### src/rtl/main_control_mc.sv
// main_control_mc: multi-channel command controller.
// Decodes command bytes from the serial receiver and starts one of N_CH
// read/write engines. It then waits for that engine's done (with a timeout)
// and hands a response byte to the serial transmitter. A status command
// reports the sticky error flags and clears them.
//
// state  | meaning
// -------+-------------------------------------------------------------
// IDLE   | waiting for a command byte
// START  | issuing the one-cycle start pulse to the selected engine
// WAIT   | waiting for the matching done, timeout counter running
// REPORT | holding the response until the transmitter is free
module main_control_mc #(
    parameter int         N_CH      = 4,
    parameter int         TO_CYCLES = 1000,
    parameter logic [3:0] CMD_RD    = 4'hA,
    parameter logic [3:0] CMD_WR    = 4'h5,
    parameter logic [3:0] CMD_ST    = 4'hC
) (
    input  logic            clk,
    input  logic            rst,
    input  logic            rxrdy,
    input  logic [7:0]      rxdw,
    input  logic [N_CH-1:0] done_rd,
    input  logic [N_CH-1:0] done_wr,
    input  logic            txbusy,
    output logic [N_CH-1:0] start_rd,
    output logic [N_CH-1:0] start_wr,
    output logic            txgo,
    output logic [7:0]      txdw,
    output logic            busy,
    output logic            err,
    output logic [2:0]      sleds
);

    // Counter is sized to hold TO_CYCLES; a disabled timeout still gets one bit.
    localparam int CNT_W     = (TO_CYCLES < 1) ? 1 : $clog2(TO_CYCLES + 1);
    localparam int TO_LAST_I = (TO_CYCLES == 0) ? 0 : TO_CYCLES - 1;
    localparam bit TO_EN     = (TO_CYCLES != 0);
    localparam logic [CNT_W-1:0] TO_LAST = CNT_W'(TO_LAST_I);

    typedef enum logic [1:0] {
        IDLE   = 2'd0,
        START  = 2'd1,
        WAIT   = 2'd2,
        REPORT = 2'd3
    } state_t;

    state_t           state, state_nx;
    logic [3:0]       op_q, op_nx;
    logic [3:0]       ch_q, ch_nx;
    logic [7:0]       resp_q, resp_nx;
    logic [CNT_W-1:0] cnt_q, cnt_nx;
    logic             to_f, to_nx;
    logic             bad_f, bad_nx;
    logic             ovr_f, ovr_nx;
    logic             last_ok, last_ok_nx;
    logic [N_CH-1:0]  start_rd_nx, start_wr_nx;
    logic             txgo_nx;
    logic [7:0]       txdw_nx;
    logic             busy_nx;
    logic             err_nx;

    logic [N_CH-1:0]  ch_onehot;
    logic             sel_done_rd, sel_done_wr, done_match;
    logic             rx_ch_valid;

    // Channel decode: one-hot of the captured channel and its done bits.
    always_comb begin
        ch_onehot   = '0;
        sel_done_rd = 1'b0;
        sel_done_wr = 1'b0;
        for (int i = 0; i < N_CH; i++) begin
            if (4'(i) == ch_q) begin
                ch_onehot[i] = 1'b1;
                sel_done_rd  = done_rd[i];
                sel_done_wr  = done_wr[i];
            end
        end
        done_match  = (op_q == CMD_RD) ? sel_done_rd : sel_done_wr;
        rx_ch_valid = (int'(rxdw[3:0]) < N_CH);
    end

    // Next-state and next-output logic.
    always_comb begin
        state_nx    = state;
        op_nx       = op_q;
        ch_nx       = ch_q;
        resp_nx     = resp_q;
        cnt_nx      = cnt_q;
        to_nx       = to_f;
        bad_nx      = bad_f;
        ovr_nx      = ovr_f;
        last_ok_nx  = last_ok;
        start_rd_nx = '0;
        start_wr_nx = '0;
        txgo_nx     = 1'b0;
        txdw_nx     = txdw;

        case (state)
            IDLE: begin
                if (rxrdy) begin
                    op_nx = rxdw[7:4];
                    ch_nx = rxdw[3:0];
                    if ((rxdw[7:4] == CMD_RD || rxdw[7:4] == CMD_WR) && rx_ch_valid) begin
                        state_nx = START;
                    end else if (rxdw[7:4] == CMD_ST) begin
                        // Report the flags as they were, then clear them.
                        resp_nx  = {4'hC, 1'b0, ovr_f, to_f, bad_f};
                        to_nx    = 1'b0;
                        bad_nx   = 1'b0;
                        ovr_nx   = 1'b0;
                        state_nx = REPORT;
                    end else begin
                        bad_nx     = 1'b1;
                        resp_nx    = {4'hB, rxdw[3:0]};
                        last_ok_nx = 1'b0;
                        state_nx   = REPORT;
                    end
                end
            end
            START: begin
                if (op_q == CMD_RD) begin
                    start_rd_nx = ch_onehot;
                end else begin
                    start_wr_nx = ch_onehot;
                end
                cnt_nx   = '0;
                state_nx = WAIT;
            end
            WAIT: begin
                // A done arriving on the expiry cycle still counts as success.
                if (done_match) begin
                    resp_nx    = {4'h0, ch_q};
                    last_ok_nx = 1'b1;
                    state_nx   = REPORT;
                end else if (TO_EN && (cnt_q == TO_LAST)) begin
                    to_nx      = 1'b1;
                    resp_nx    = {4'hE, ch_q};
                    last_ok_nx = 1'b0;
                    state_nx   = REPORT;
                end else if (TO_EN) begin
                    cnt_nx = cnt_q + CNT_W'(1);
                end
            end
            REPORT: begin
                if (!txbusy) begin
                    txgo_nx  = 1'b1;
                    txdw_nx  = resp_q;
                    state_nx = IDLE;
                end
            end
            default: begin
                state_nx = IDLE;
            end
        endcase

        // A byte arriving while a command is in flight is dropped.
        if (rxrdy && (state != IDLE)) begin
            ovr_nx = 1'b1;
        end

        busy_nx = (state_nx != IDLE);
        // err follows the registered flags, so it lags a flag change by one cycle.
        err_nx  = to_f | bad_f | ovr_f;
    end

    // State, datapath and output registers.
    always_ff @(posedge clk or negedge rst) begin
        if (!rst) begin
            state    <= IDLE;
            op_q     <= '0;
            ch_q     <= '0;
            resp_q   <= '0;
            cnt_q    <= '0;
            to_f     <= 1'b0;
            bad_f    <= 1'b0;
            ovr_f    <= 1'b0;
            last_ok  <= 1'b0;
            start_rd <= '0;
            start_wr <= '0;
            txgo     <= 1'b0;
            txdw     <= 8'h00;
            busy     <= 1'b0;
            err      <= 1'b0;
        end else begin
            state    <= state_nx;
            op_q     <= op_nx;
            ch_q     <= ch_nx;
            resp_q   <= resp_nx;
            cnt_q    <= cnt_nx;
            to_f     <= to_nx;
            bad_f    <= bad_nx;
            ovr_f    <= ovr_nx;
            last_ok  <= last_ok_nx;
            start_rd <= start_rd_nx;
            start_wr <= start_wr_nx;
            txgo     <= txgo_nx;
            txdw     <= txdw_nx;
            busy     <= busy_nx;
            err      <= err_nx;
        end
    end

    assign sleds = {err, last_ok, busy};

endmodule

### config.mk
export PLATFORM = sky130hd
export DESIGN_NAME = main_control_mc
export DESIGN_NICKNAME = d
export VERILOG_FILES = /design/src/rtl/main_control_mc.sv
export SDC_FILE = /design/constraint.sdc
export NUM_CORES = 1
export LEC_CHECK = 0
export CORE_AREA = 2 2 65 82
export CTS_BUF_LIST = sky130_fd_sc_hd__clkbuf_16
export DETAILED_ROUTE_END_ITERATION = 8
export DIE_AREA = 0 0 67 84
export DONT_BUFFER_PORTS = 1
export PLACE_DENSITY_LB_ADDON = 0.2
export SLEW_MARGIN = 15
export SYNTH_ARGS = -nofsm -noshare
export SYNTH_HDL_FRONTEND = slang
export SYNTH_SLANG_ARGS = --single-unit
### constraint.sdc
create_clock -name clk -period 4.4 [get_ports clk]
set_input_delay 0.44 -clock clk [delete_from_list [all_inputs] [get_ports clk]]
set_output_delay 0.44 -clock clk [all_outputs]
set_load 0.02 [all_outputs]
==> results of run 1 <==
-- cell type report --
type,count,area (um^2),area share
clock buffer,5,125,0.0486
clock inverter,3,16.3,0.00632
inverter,14,52.6,0.0204
multi-input combinational,157,990,0.385
sequential,51,1280,0.496
tap,62,77.6,0.0302
timing repair buffer,2,35.0,0.0136
-- worst register-to-register path: stages (launching register included) --
cell,delay (ps)
dfrtp_1,500
nor4bb_1,470
a221o_1,240
a21oi_2,70
o211ai_4,450
mux2_2,390
a21o_1,170
-- stage by stage --
| step | hold WS [ps] | util | instance area (um^2) |
|---|---|---|---|
| after global routing | 16.0 | 0.521 | 2570 |
| final | 0.429 | 0.521 | 2570 |
| after detailed placement | 146 | 0.487 | 2400 |
| after CTS | 14.0 | 0.521 | 2570 |
| after floorplan | 144 | - | 2400 |
| after global placement | 146 | 0.487 | 2400 |
-- cells by family after synthesis --
| group | share of synthesized area |
|---|---|
| simple gates | 0.198 |
| flops | 0.533 |
| compound gates | 0.132 |
| buf+inv | 0.0543 |
| mux | 0.0736 |
| xor+xnor | 0.00366 |
| fa+ha+maj | 0.00522 |
-- power breakdown --
group,switching (uW),total (uW),internal (uW)
Combinational,317,572,255
Clock,159,366,207
Sequential,192,811,618
-- worst paths after layout --
check	from	endpoint	slack [ps]	cells past startpoint
max	ch_q[0]	cnt_q[9]	2020	6
min	rst	txdw[4]	0.4	1
max reg2reg	ch_q[0]	cnt_q[9]	2020	6
min reg2reg	resp_q[7]	txdw[7]	480	2
max in group asynchronous	rst	start_wr[1]	4170	1
min in group clk	rxdw[1]	ch_q[1]	300	1
-- layer usage --
metal / share of wire / vias to the layer above
met5: 0 / -
met4: 0.013 / 0
met3: 0.041 / 6
met2: 0.49 / 29
met1: 0.46 / 779
li1: - / 805
-- Yosys cell counts, types with 3 or more instances --
| cell | instances |
|---|---|
| dfrtp_1 | 51 |
| nand2_1 | 39 |
| nor2_1 | 17 |
| inv_1 | 14 |
| o21ai_0 | 13 |
| mux2_2 | 9 |
| nand3_1 | 9 |
| a21oi_1 | 6 |
| nor3_1 | 6 |
| nor4bb_1 | 5 |
| buf_4 | 4 |
| clkbuf_1 | 4 |
| o31ai_1 | 4 |
| a21o_1 | 3 |
| mux2_4 | 3 |
| mux2i_1 | 3 |
| or3_1 | 3 |
-- registers in the layout, indices dropped and copies added (netlist names) --
name,count
bad_f,1
ch_q,4
state,2
cnt_q,10
txgo,1
to_f,1
start_rd,4
resp_q,8
op_q,4
busy,1
ovr_f,1
txdw,8
err,1
last_ok,1
start_wr,4
==> flow_metrics.env, run 1 <==
export IMPL_fin_crit_ps=2380
export IMPL_ctsRootBufferMaster="clkbuf_16"
export IMPL_grt_pass1_wl_um=7540
export IMPL_synth_cell_types=49
export IMPL_worst_path_buf_inv=0
export IMPL_hold_buffers=1
export IMPL_power_uw=1750
export IMPL_tritoncts_num_sinks=51
export IMPL_cts_tree="yes"
export IMPL_slowest_stage="dfrtp_1"
export IMPL_n_fill_cell=453
export IMPL_max_freq_mhz=420
export IMPL_die_x_um=67
export IMPL_rows=29
export IMPL_pre_cts_ws_ps=2020
export IMPL_ys_warn_count=0
export IMPL_required_ps=4580
export IMPL_drive_gt1_frac=0.112
export IMPL_core_um2=4930
export IMPL_crit_family="compound AO/OA/AOI/OAI gates"
export IMPL_slowest_delay_ps=500
export IMPL_layout_common_cells="dfrtp_1 (51), nand2_1 (39), nor2_1 (17)"
export IMPL_hpwlAfterDp_um=3300
export IMPL_maxSlewViolCount=0
export IMPL_hold_violations=0
export IMPL_grt_antenna_before_repair=0
export IMPL_gp_congestion=0.852
export IMPL_cts_made_buffers=5
export IMPL_p_leak_uw=0.00116
export IMPL_grt_usage=0.177
export IMPL_power_density_nw_per_um2=680
export IMPL_status="finished clean"
export IMPL_drtIter0Drc=76
export IMPL_nets=252
export IMPL_diodes=0
export IMPL_dieArea_um2=5630
export IMPL_htreeDepth=2
export IMPL_use_met2=0.275
export IMPL_clock_latency_ps=280
export IMPL_start_util=0.486
export IMPL_crit_path_end_kind="flop"
export IMPL_synth_area_leaders="dfrtp_1 (53%), nand2_1 (6.1%), mux2_2 (4.2%), o21ai_0 (2.7%), nor2_1 (2.7%)"
export IMPL_worstPathArrival_ps=2560
export IMPL_tightest_slew_ps=557
export IMPL_synth_edf_count=0
export IMPL_busiest_layer="met2"
export IMPL_netlist_area_leader_share=0.533
export IMPL_final_common_cell="dfrtp_1"
export IMPL_clk_path_buf_depth=2
export IMPL_syn2layout_area_growth_pct=7.36
export IMPL_cts_setup_buffers=0
export IMPL_synthFlopType="dfrtp_1"
export IMPL_worstPathCellList="nor4bb_1 -> a221o_1 -> a21oi_2 -> o211ai_4 -> mux2_2 -> a21o_1"
export IMPL_slew_limit_headroom=0.624
export IMPL_io_buffers=0
export IMPL_first_pass_iters=5
export IMPL_ys_ff_latch=51
export IMPL_path_clk_slew_ps=60
export IMPL_setup_viol=0
export IMPL_syn_area_um2=2400
export IMPL_netlist_top_cell_by_area="dfrtp_1"
export IMPL_gr_usage_met3=0.0567
export IMPL_skew_ps=2.59
export IMPL_min_period_over_period=0.541
export IMPL_peakVddDrop_uv=279
export IMPL_min_path_type="input port to asynchronous set/reset pin"
export IMPL_place_inst=285
export IMPL_grt_setup_unrepaired="no"
export IMPL_via_per_inst=5.51
export IMPL_grt_max_degree=52
export IMPL_setup_ws_ps=2020
export IMPL_worstPathMaxFanout=18
export IMPL_wl_per_cell_um=15.3
export IMPL_grt_pass1_vias=1596
export IMPL_io_pins=42
export IMPL_instances_no_fill=294
export IMPL_drv_cap=0
export IMPL_gr_usage_met1=0.231
export IMPL_netlist_instances=234
export IMPL_num_vias=1619
export IMPL_timing_setup_tns_ps=0
export IMPL_start_kind="flop"
export IMPL_async_reset_ff_frac=1.00
export IMPL_worst_setup_path_type="flop to flop"
export IMPL_ys_seq_area_frac=0.533
export IMPL_gr_total_overflow=0
export IMPL_ant_nets=0
export IMPL_avgSynthCellArea_um2=10.2
export IMPL_wl_um=4480
export IMPL_die_y_um=84
export IMPL_cts_resized=0
export IMPL_syn_nets=255
export IMPL_drc=0
Note: power is estimated with default switching activity, not from simulation.
==> run 2: changes to the inputs <==
==> constraint.sdc (replaced) <==
create_clock -name clk -period 2.05 [get_ports clk]
set_input_delay 0.205 -clock clk [delete_from_list [all_inputs] [get_ports clk]]
set_output_delay 0.205 -clock clk [all_outputs]
set_load 0.02 [all_outputs]
==> flow_metrics.env, run 2 (synthesis gave the netlist of run 1 again) <==
export IMPL_swShare=0.369
export IMPL_clk_path_buf_depth=2
export IMPL_hold_violations=0
export IMPL_syn2layout_area_growth_pct=25.9
export IMPL_place_inst=310
export IMPL_seqPwrFrac=0.369
export IMPL_p_leak_uw=0.00138
export IMPL_first_pass_iters=4
export IMPL_fin_crit_ps=2130
export IMPL_largest_register="cnt_q"
export IMPL_max_freq_mhz=470
export IMPL_required_ps=2220
export IMPL_r2r_start="ch_q[1]"
export IMPL_io_buffers=0
export IMPL_slew_limit_headroom=0.671
export IMPL_setup_ws_ps=-77.9
export IMPL_cts_made_buffers=5
export IMPL_min_period_over_period=1.04
export IMPL_largest_register_ffs=10
export IMPL_power_density_nw_per_um2=1580
export IMPL_cts_tree="yes"
export IMPL_crit_path_end_kind="flop"
export IMPL_peakVddDrop_uv=844
export IMPL_wl_um=5360
export IMPL_failed_checks="setup timing"
export IMPL_hp_start="rxrdy"
export IMPL_gp_congestion=0.799
export IMPL_wl_per_cell_um=16.3
export IMPL_io_pins=42
export IMPL_n_fill_cell=400
export IMPL_via_per_inst=5.62
export IMPL_rows=29
export IMPL_ant_nets=0
export IMPL_instances_no_fill=328
export IMPL_maxSlewViolCount=0
export IMPL_worstPathMaxFanout=8
export IMPL_worst_setup_path_type="flop to flop"
export IMPL_drtIter0Drc=128
export IMPL_crit_start="ch_q[1]"
export IMPL_diodes=0
export IMPL_skew_ps=3.47
export IMPL_drc=0
export IMPL_worstPathArrival_ps=2300
export IMPL_start_util=0.486
export IMPL_start_kind="flop"
export IMPL_ctsRootBufferMaster="clkbuf_16"
export IMPL_min_path_type="input port to flop"
export IMPL_path_clk_slew_ps=70
export IMPL_tightest_slew_ps=493
export IMPL_grt_antenna_before_repair=0
export IMPL_num_vias=1843
export IMPL_layout_common_cells="dfrtp_1 (48), nand2_1 (39), buf_4 (29)"
export IMPL_p_switching_uw=1760
export IMPL_die_x_um=67
export IMPL_grt_usage=0.204
export IMPL_p_int_uw=3010
export IMPL_multi_input_area_um2=1130
export IMPL_layout_area_seq_um2=1280
export IMPL_tritoncts_num_sinks=51
export IMPL_nets=286
export IMPL_die_y_um=84
export IMPL_status="complete, but fails checks"
export IMPL_drv_cap=0
export IMPL_grt_pass1_vias=1819
export IMPL_grt_pass1_wl_um=8670
export IMPL_drive_gt1_frac=0.320
export IMPL_clock_latency_ps=290
export IMPL_setup_viol=5
export IMPL_final_common_cell="dfrtp_1"
export IMPL_p_comb_frac=0.435
export IMPL_clkPwrFrac=0.196
export IMPL_hpwlAfterDp_um=3760
export IMPL_pre_cts_ws_ps=-75.8
export IMPL_htreeDepth=2
export IMPL_grt_max_degree=52
export IMPL_grt_setup_unrepaired="yes"
export IMPL_gr_total_overflow=0
export IMPL_core_um2=4930
export IMPL_dieArea_um2=5630
export IMPL_top_regs="cnt_q (10), resp_q (8), txdw (8)"
[run 2: timing repair]
item                       in CTS  in global routing
setup endpoints to repair      17                 20
resized for setup              10                 29
pin swaps                       7                 14
hold buffers                    2                  0
hold endpoints to repair       51                  0
setup buffers                   3                  5
[run 2: path summary, 6_finish.rpt]
path / end / slack, ps / cells after the start
max: resp_q[1] / -80 / 6
min: ovr_f / 60 / 2
max reg2reg: resp_q[1] / -80 / 6
min reg2reg: txdw[2] / 480 / 2
max in group asynchronous: ch_q[2] / 1360 / 2
min in group asynchronous: resp_q[7] / 430 / 2
[run 2: final cells by class]
cell class,count,area share
sequential,51,0.424
multi-input combinational,157,0.373
timing repair buffer,36,0.103
clock buffer,5,0.0415
tap,62,0.0257
inverter,14,0.0174
clock inverter,3,0.0145
[run 2: per-layer routing]
| layer | part of all wire | vias up | global-route usage |
|---|---|---|---|
| li1 | - | 875 | - |
| met1 | 0.40 | 907 | 0.247 |
| met2 | 0.53 | 48 | 0.347 |
| met3 | 0.046 | 13 | 0.0472 |
| met4 | 0.029 | 0 | 0.0668 |
| met5 | 0 | - | 0 |
[run 2: critical path, cell delays in order, from the launching register on]
cell and delay, ps:
dfrtp_2 460, nor4bb_4 200, a221o_1 330, a21oi_4 180, nor2_2 70, o31a_1 420, mux2_4 340
[run 2: power groups by stage]
stage          logic [uW]  clock network, uW  registers, uW
6_report             2070                934           1760
5_1_grt              2250                990           1820
3_3_place_gp         1570                  0           1730
4_1_cts              1800                950           1740
3_5_place_dp         1610                  0           1740
2_1_floorplan        1220                  0           1600
[run 2: stage by stage]
stage | power [uW] | util | hold slack [ps] | setup TNS, ps | cell area, um^2
2_1_floorplan | 2820 | - | -90.6 | 0 | 2400
3_3_place_gp | 3300 | 0.525 | -88.8 | -73.8 | 2590
3_5_place_dp | 3350 | 0.525 | -89.5 | -534 | 2590
4_1_cts | 4490 | 0.580 | 60.9 | -1.39 | 2860
5_1_grt | 5060 | 0.611 | 61.4 | -1620 | 3020
6_report | 4770 | 0.611 | 59.4 | -312 | 3020
==> run 3: changes to the inputs <==
--- a/config.mk
+++ b/config.mk
@@ -5,10 +5,10 @@
 export SDC_FILE = /design/constraint.sdc
 export NUM_CORES = 1
 export LEC_CHECK = 0
-export CORE_AREA = 2 2 65 82
+export CORE_AREA = 2 2 73 92
 export CTS_BUF_LIST = sky130_fd_sc_hd__clkbuf_16
 export DETAILED_ROUTE_END_ITERATION = 8
-export DIE_AREA = 0 0 67 84
+export DIE_AREA = 0 0 75 94
 export DONT_BUFFER_PORTS = 1
 export PLACE_DENSITY_LB_ADDON = 0.2
 export SLEW_MARGIN = 15
==> flow_metrics.env, run 3 (synthesis gave the netlist of run 1 again) <==
export IMPL_start_kind="flop"
export IMPL_crit_path_end_kind="flop"
export IMPL_crit_path_frequent_cell="buf_4"
export IMPL_crit_family="compound AO/OA/AOI/OAI gates"
export IMPL_gr_usage_met3=0.0408
export IMPL_final_common_cell="dfrtp_1"
export IMPL_cts_tree="yes"
export IMPL_status="complete, but fails checks"
export IMPL_top_regs="cnt_q (10), resp_q (8), txdw (8)"
export IMPL_via_per_inst=4.96
export IMPL_use_met2=0.266
export IMPL_failed_checks="setup timing"
export IMPL_drive_gt1_frac=0.284
export IMPL_gp_congestion=0.775
export IMPL_grt_pass1_wl_um=8840
export IMPL_start_util=0.391
export IMPL_core_um2=6130
export IMPL_min_path_type="input port to flop"
export IMPL_gr_usage_met1=0.211
export IMPL_io_buffers=0
export IMPL_hpwlAfterDp_um=3810
export IMPL_ctsRootBufferMaster="clkbuf_16"
export IMPL_n_fill_cell=567
export IMPL_slowest_delay_ps=450
export IMPL_htreeDepth=2
export IMPL_syn2layout_area_growth_pct=25.1
export IMPL_io_pins=42
export IMPL_fin_crit_ps=2060
export IMPL_clk_path_buf_depth=2
export IMPL_clock_latency_ps=290
export IMPL_num_vias=1764
export IMPL_pre_cts_ws_ps=-80.9
export IMPL_slowest_stage="dfrtp_2"
export IMPL_final_core_util=0.489
export IMPL_drc=0
export IMPL_gr_total_overflow=0
export IMPL_grt_antenna_before_repair=0
export IMPL_path_clk_slew_ps=60
export IMPL_grt_max_degree=52
export IMPL_layout_common_cells="dfrtp_1 (49), nand2_1 (39), buf_4 (34)"
export IMPL_dieArea_um2=7050
export IMPL_largest_register_ffs=10
export IMPL_holdWs_ps=54.5
export IMPL_busiest_layer="met2"
export IMPL_diodes=0
export IMPL_worstPathArrival_ps=2240
export IMPL_die_y_um=94
export IMPL_p_leak_uw=0.00136
export IMPL_tritoncts_num_sinks=51
export IMPL_worst_path_buf_inv=2
export IMPL_power_uw=4560
export IMPL_grt_usage=0.166
export IMPL_hold_violations=0
export IMPL_worstPathMaxFanout=7
export IMPL_drtIter0Drc=97
export IMPL_ant_nets=0
export IMPL_grt_pass1_vias=1822
export IMPL_worst_setup_path_type="flop to flop"
export IMPL_tightest_slew_ps=532
export IMPL_die_x_um=75
export IMPL_largest_register="cnt_q"
export IMPL_wl_per_cell_um=15.0
export IMPL_setup_ws_ps=-11.7
export IMPL_min_period_over_period=1.01
export IMPL_first_pass_iters=4
export IMPL_max_freq_mhz=485
export IMPL_wl_um=5330
export IMPL_maxSlewViolCount=0
export IMPL_peakVddDrop_uv=706
export IMPL_slew_limit_headroom=0.644
export IMPL_rows=32
export IMPL_required_ps=2230
export IMPL_cts_made_buffers=5
export IMPL_power_density_nw_per_um2=1520
export IMPL_setup_viol=4
export IMPL_nets=291
export IMPL_skew_ps=3.50
export IMPL_grt_setup_unrepaired="yes"
export IMPL_worstPathCellList="nor4bb_4 -> buf_4 -> a221oi_4 -> nor2_2 -> o31a_1 -> buf_4 -> o21a_1"
export IMPL_drv_cap=0
## run 3: cell type report
class	count	area (um^2)	share of cell area
multi-input cells	157	1070	0.357
well taps	85	106	0.0355
repair buffers	41	349	0.116
clock inverters	3	15.0	0.00501
clock buffers	5	125	0.0417
inverters	14	52.6	0.0175
flip-flops and latches	51	1280	0.427
## run 3: stage by stage
step                      area (um^2)  instances  TNS (ps)
final                            3000        356     -28.6
after detailed placement         2660        338      -495
after CTS                        2950        354     -46.0
after floorplan                  2400        234         0
after global placement           2660        338      -214
after global routing             3000        356      -998
## run 3: worst paths after layout
| check | start | endpoint | depth (start not counted) | slack [ps] |
|---|---|---|---|---|
| max in group asynchronous | rst | ch_q[0] | 2 | 1370 |
| worst min register to register | resp_q[7] | txdw[7] | 2 | 480 |
| worst min-delay path | rxrdy | ovr_f | 2 | 50 |
| min in group asynchronous | rst | busy | 2 | 430 |
| worst max register to register | ch_q[1] | resp_q[7] | 7 | -10 |
| worst max-delay path | ch_q[1] | resp_q[7] | 7 | -10 |
## run 3: where the power goes
group	switching (uW)	internal, uW	leakage (uW)
logic	929	1110	0.000658
registers	388	1330	0.000640
clock network	356	444	0.0000649
total	1670	2890	0.00136
## run 3: repair_timing
action / CTS / global route
buffers inserted: 6 / 2
hold buffers: 2 / 0
pin swaps: 12 / 6
hold endpoints to repair: 51 / 0
cloned: 0 / 0
gates resized for setup: 15 / 10
endpoints found under the setup margin: 18 / 16
## run 3: routing by layer
| layer | vias up | routed length, um | part of all wire |
|---|---|---|---|
| met5 | - | 0 | 0 |
| met3 | 10 | 252 | 0.047 |
| met1 | 835 | 2260 | 0.42 |
| li1 | 885 | - | - |
| met4 | 0 | 113 | 0.021 |
| met2 | 34 | 2700 | 0.51 |
==> RTL change, RTL diff (settings of run 2) <==
`op_q` no longer has a reset.
--- a/src/rtl/main_control_mc.sv
+++ b/src/rtl/main_control_mc.sv
@@ -169,7 +169,6 @@
     always_ff @(posedge clk or negedge rst) begin
         if (!rst) begin
             state    <= IDLE;
-            op_q     <= '0;
             ch_q     <= '0;
             resp_q   <= '0;
             cnt_q    <= '0;
@@ -185,7 +184,6 @@
             err      <= 1'b0;
         end else begin
             state    <= state_nx;
-            op_q     <= op_nx;
             ch_q     <= ch_nx;
             resp_q   <= resp_nx;
             cnt_q    <= cnt_nx;
@@ -202,6 +200,10 @@
         end
     end
 
+    always_ff @(posedge clk) begin
+        op_q <= op_nx;
+    end
+
     assign sleds = {err, last_ok, busy};
 
 endmodule
Behaviour: no difference found for any inputs over 10 cycles, from zero or initial values and one cycle with rst low; that may be too few to reach the edited logic, so the function may still have changed.
==> RTL change against run 2 <==
Maximum frequency increased by 5.1%. Total power down 14%. Sequential share of layout area rose by 3.6 points. Routed wire length fell by 10%. Setup slack gained 0.10 ns. Sequential cell count unchanged. Largest power group is now sequential cells. Highest routed layer unchanged. Clock skew up 0.0051 ns. Critical path type unchanged. Area after synthesis shrank 2.7%. Final area is 6.4% lower. Via count decreased by 7.1%.
==> RTL change: results (changes against run 2) <==
[logic_synthesis]
synth_cells = 229  ; was 234
synth-async-reset-ratio_pct = 92.2  ; was 100%
seq_area_frac_synth_pct = 55.6  ; was 53.3%
synth_cell_type_count = 47  ; was 49
synth_nets = 250  ; was 255
synthTopCellsByArea = dfrtp_1 (50%), nand2_1 (8.0%), edfxtp_1 (5.2%)  ; was dfrtp_1 (53%), nand2_1 (6.1%), mux2_2 (4.2%)
synth_ff_type = dfrtp_1  ; unchanged
synthTopCellsByCount = nand2_1 (50), dfrtp_1 (47), nor2_1 (19), o21ai_0 (12), inv_1 (9)  ; was dfrtp_1 (51), nand2_1 (39), nor2_1 (17), inv_1 (14), o21ai_0 (13)
synth_edf_count = 4  ; was 0

[power]
p_leak_nw = 1.31  ; was 1.38 nW
ir_drop_mv = 0.678  ; was 0.844 mV

[grt]
grt_pass1_wl_um = 8280  ; was 8670 um
antenna_found_initial = 0  ; unchanged
grt_max_degree = 48  ; was 52
grt_use_total_pct = 19.4  ; was 20.4%
first_global_vias = 1698  ; was 1819

[cells_and_area]
fillers = 441  ; was 400
drive_gt1_share_pct = 23.2  ; was 32.0%
stdcell_count = 321  ; was 328
final_nets = 279  ; was 286
n_antenna_cell = 0  ; unchanged

[route]
initialDrtViolationCount = 140  ; was 128
wl_per_cell_um = 15.0  ; was 16.3 um
vias_per_cell = 5.34  ; was 5.62

[setup_path]
crit_fanout = 7  ; was 8
critPathArrivalTime_ns = 2.25  ; was 2.30 ns

[cts]
cts_buffer_depth = 2  ; unchanged

[run_status]
run_status = completed  ; was finished with violations

[placement]
dp_hpwl_um = 3450  ; was 3760 um
dpl.cell_count = 303  ; was 310
place_congestion = 0.811  ; was 0.799

[timing]
slew-limit-headroom_pct = 67.8  ; was 67.1%
setup-tns-final_ns = 0  ; was -0.312 ns
finClkSkew_ns = 0.00859  ; was 0.00347 ns

[run]
maxCapViolations = 0  ; unchanged

[worst_hold_path]
holdPathStages = 0  ; was 2

RTL change: cell types whose count changed after synthesis, moves of 3 or more:
cell      before  now
and3_1         0    3
dfrtp_1       51   47
edfxtp_1       0    4
inv_1         14    9
mux2_4         3    0
mux2i_1        3    6
nand2_1       39   50
nand2b_1       2    6
nor3_1         6    1
o31ai_1        4    1
RTL change: kinds of logic after synthesis:
group / count (synthesis) / synth area share (%)
fa+ha+maj: 1 / 0.536
mux: 13 / 5.96
flops: 51 / 55.6
xor+xnor: 2 / 0.751
simple gates: 109 / 23.3
buf+inv: 20 / 4.40
compound gates: 33 / 9.44
RTL change: power by group:
group | internal [mW] | switching [mW] | leakage [nW]
Combinational | 0.765 | 0.695 | 0.601
Clock | 0.576 | 0.369 | 0.0838
Sequential | 1.33 | 0.356 | 0.629
Total | 2.67 | 1.42 | 1.31
RTL change: per-layer routing:
metal  vias up  wire [um]  track usage (%)
li1        841          -                -
met1       829       1980             24.2
met2        36       2470             31.5
met3         7        254             5.26
met4         0        102             7.05
met5         -          0                0
RTL change: worst max-delay path: stages (launching register included):
cell      delay (ns)
dfrtp_2         0.45
nor3_2          0.20
a221oi_2        0.05
a221o_1         0.39
a21o_1          0.23
or4_4           0.49
a21oi_2         0.14
RTL change: layout make-up:
class	instances	share of cell area, %
flip-flops and latches	51	46.0
inverters	10	1.33
multi-input cells	158	34.4
clock inverters	3	1.55
well taps	62	2.75
clock buffers	5	4.43
repair buffers	32	9.57
RTL change: path summary, 6_finish.rpt:
path,from,slack [ns],endpoint
max,ch_q[0],0.03,cnt_q[7]
min,rxdw[4],0.01,op_q[0]
max reg2reg,ch_q[0],0.03,cnt_q[7]
min reg2reg,resp_q[1],0.47,txdw[1]
max in group asynchronous,rst,1.41,state[1]
min in group asynchronous,rst,0.42,start_rd[1]
RTL change: per-stage QoR:
| step | util (%) | worst slack, ns | instance area (sq um) |
|---|---|---|---|
| 2_1_floorplan | - | 0.102 | 2330 |
| 3_3_place_gp | 50.9 | 0.0599 | 2510 |
| 3_5_place_dp | 50.9 | 0.00563 | 2510 |
| 4_1_cts | 55.1 | -0.0134 | 2720 |
| 5_1_grt | 57.2 | -0.0733 | 2820 |
| 6_report | 57.2 | 0.0261 | 2820 |
RTL change: timing repair:
item,4_1_cts,5_1_grt
cloned,0,0
setup endpoints to repair,3,10
endpoints found under the hold margin,47,3
setup buffers,0,5
hold buffers,2,3
resized for setup,2,7
pin swaps,0,3
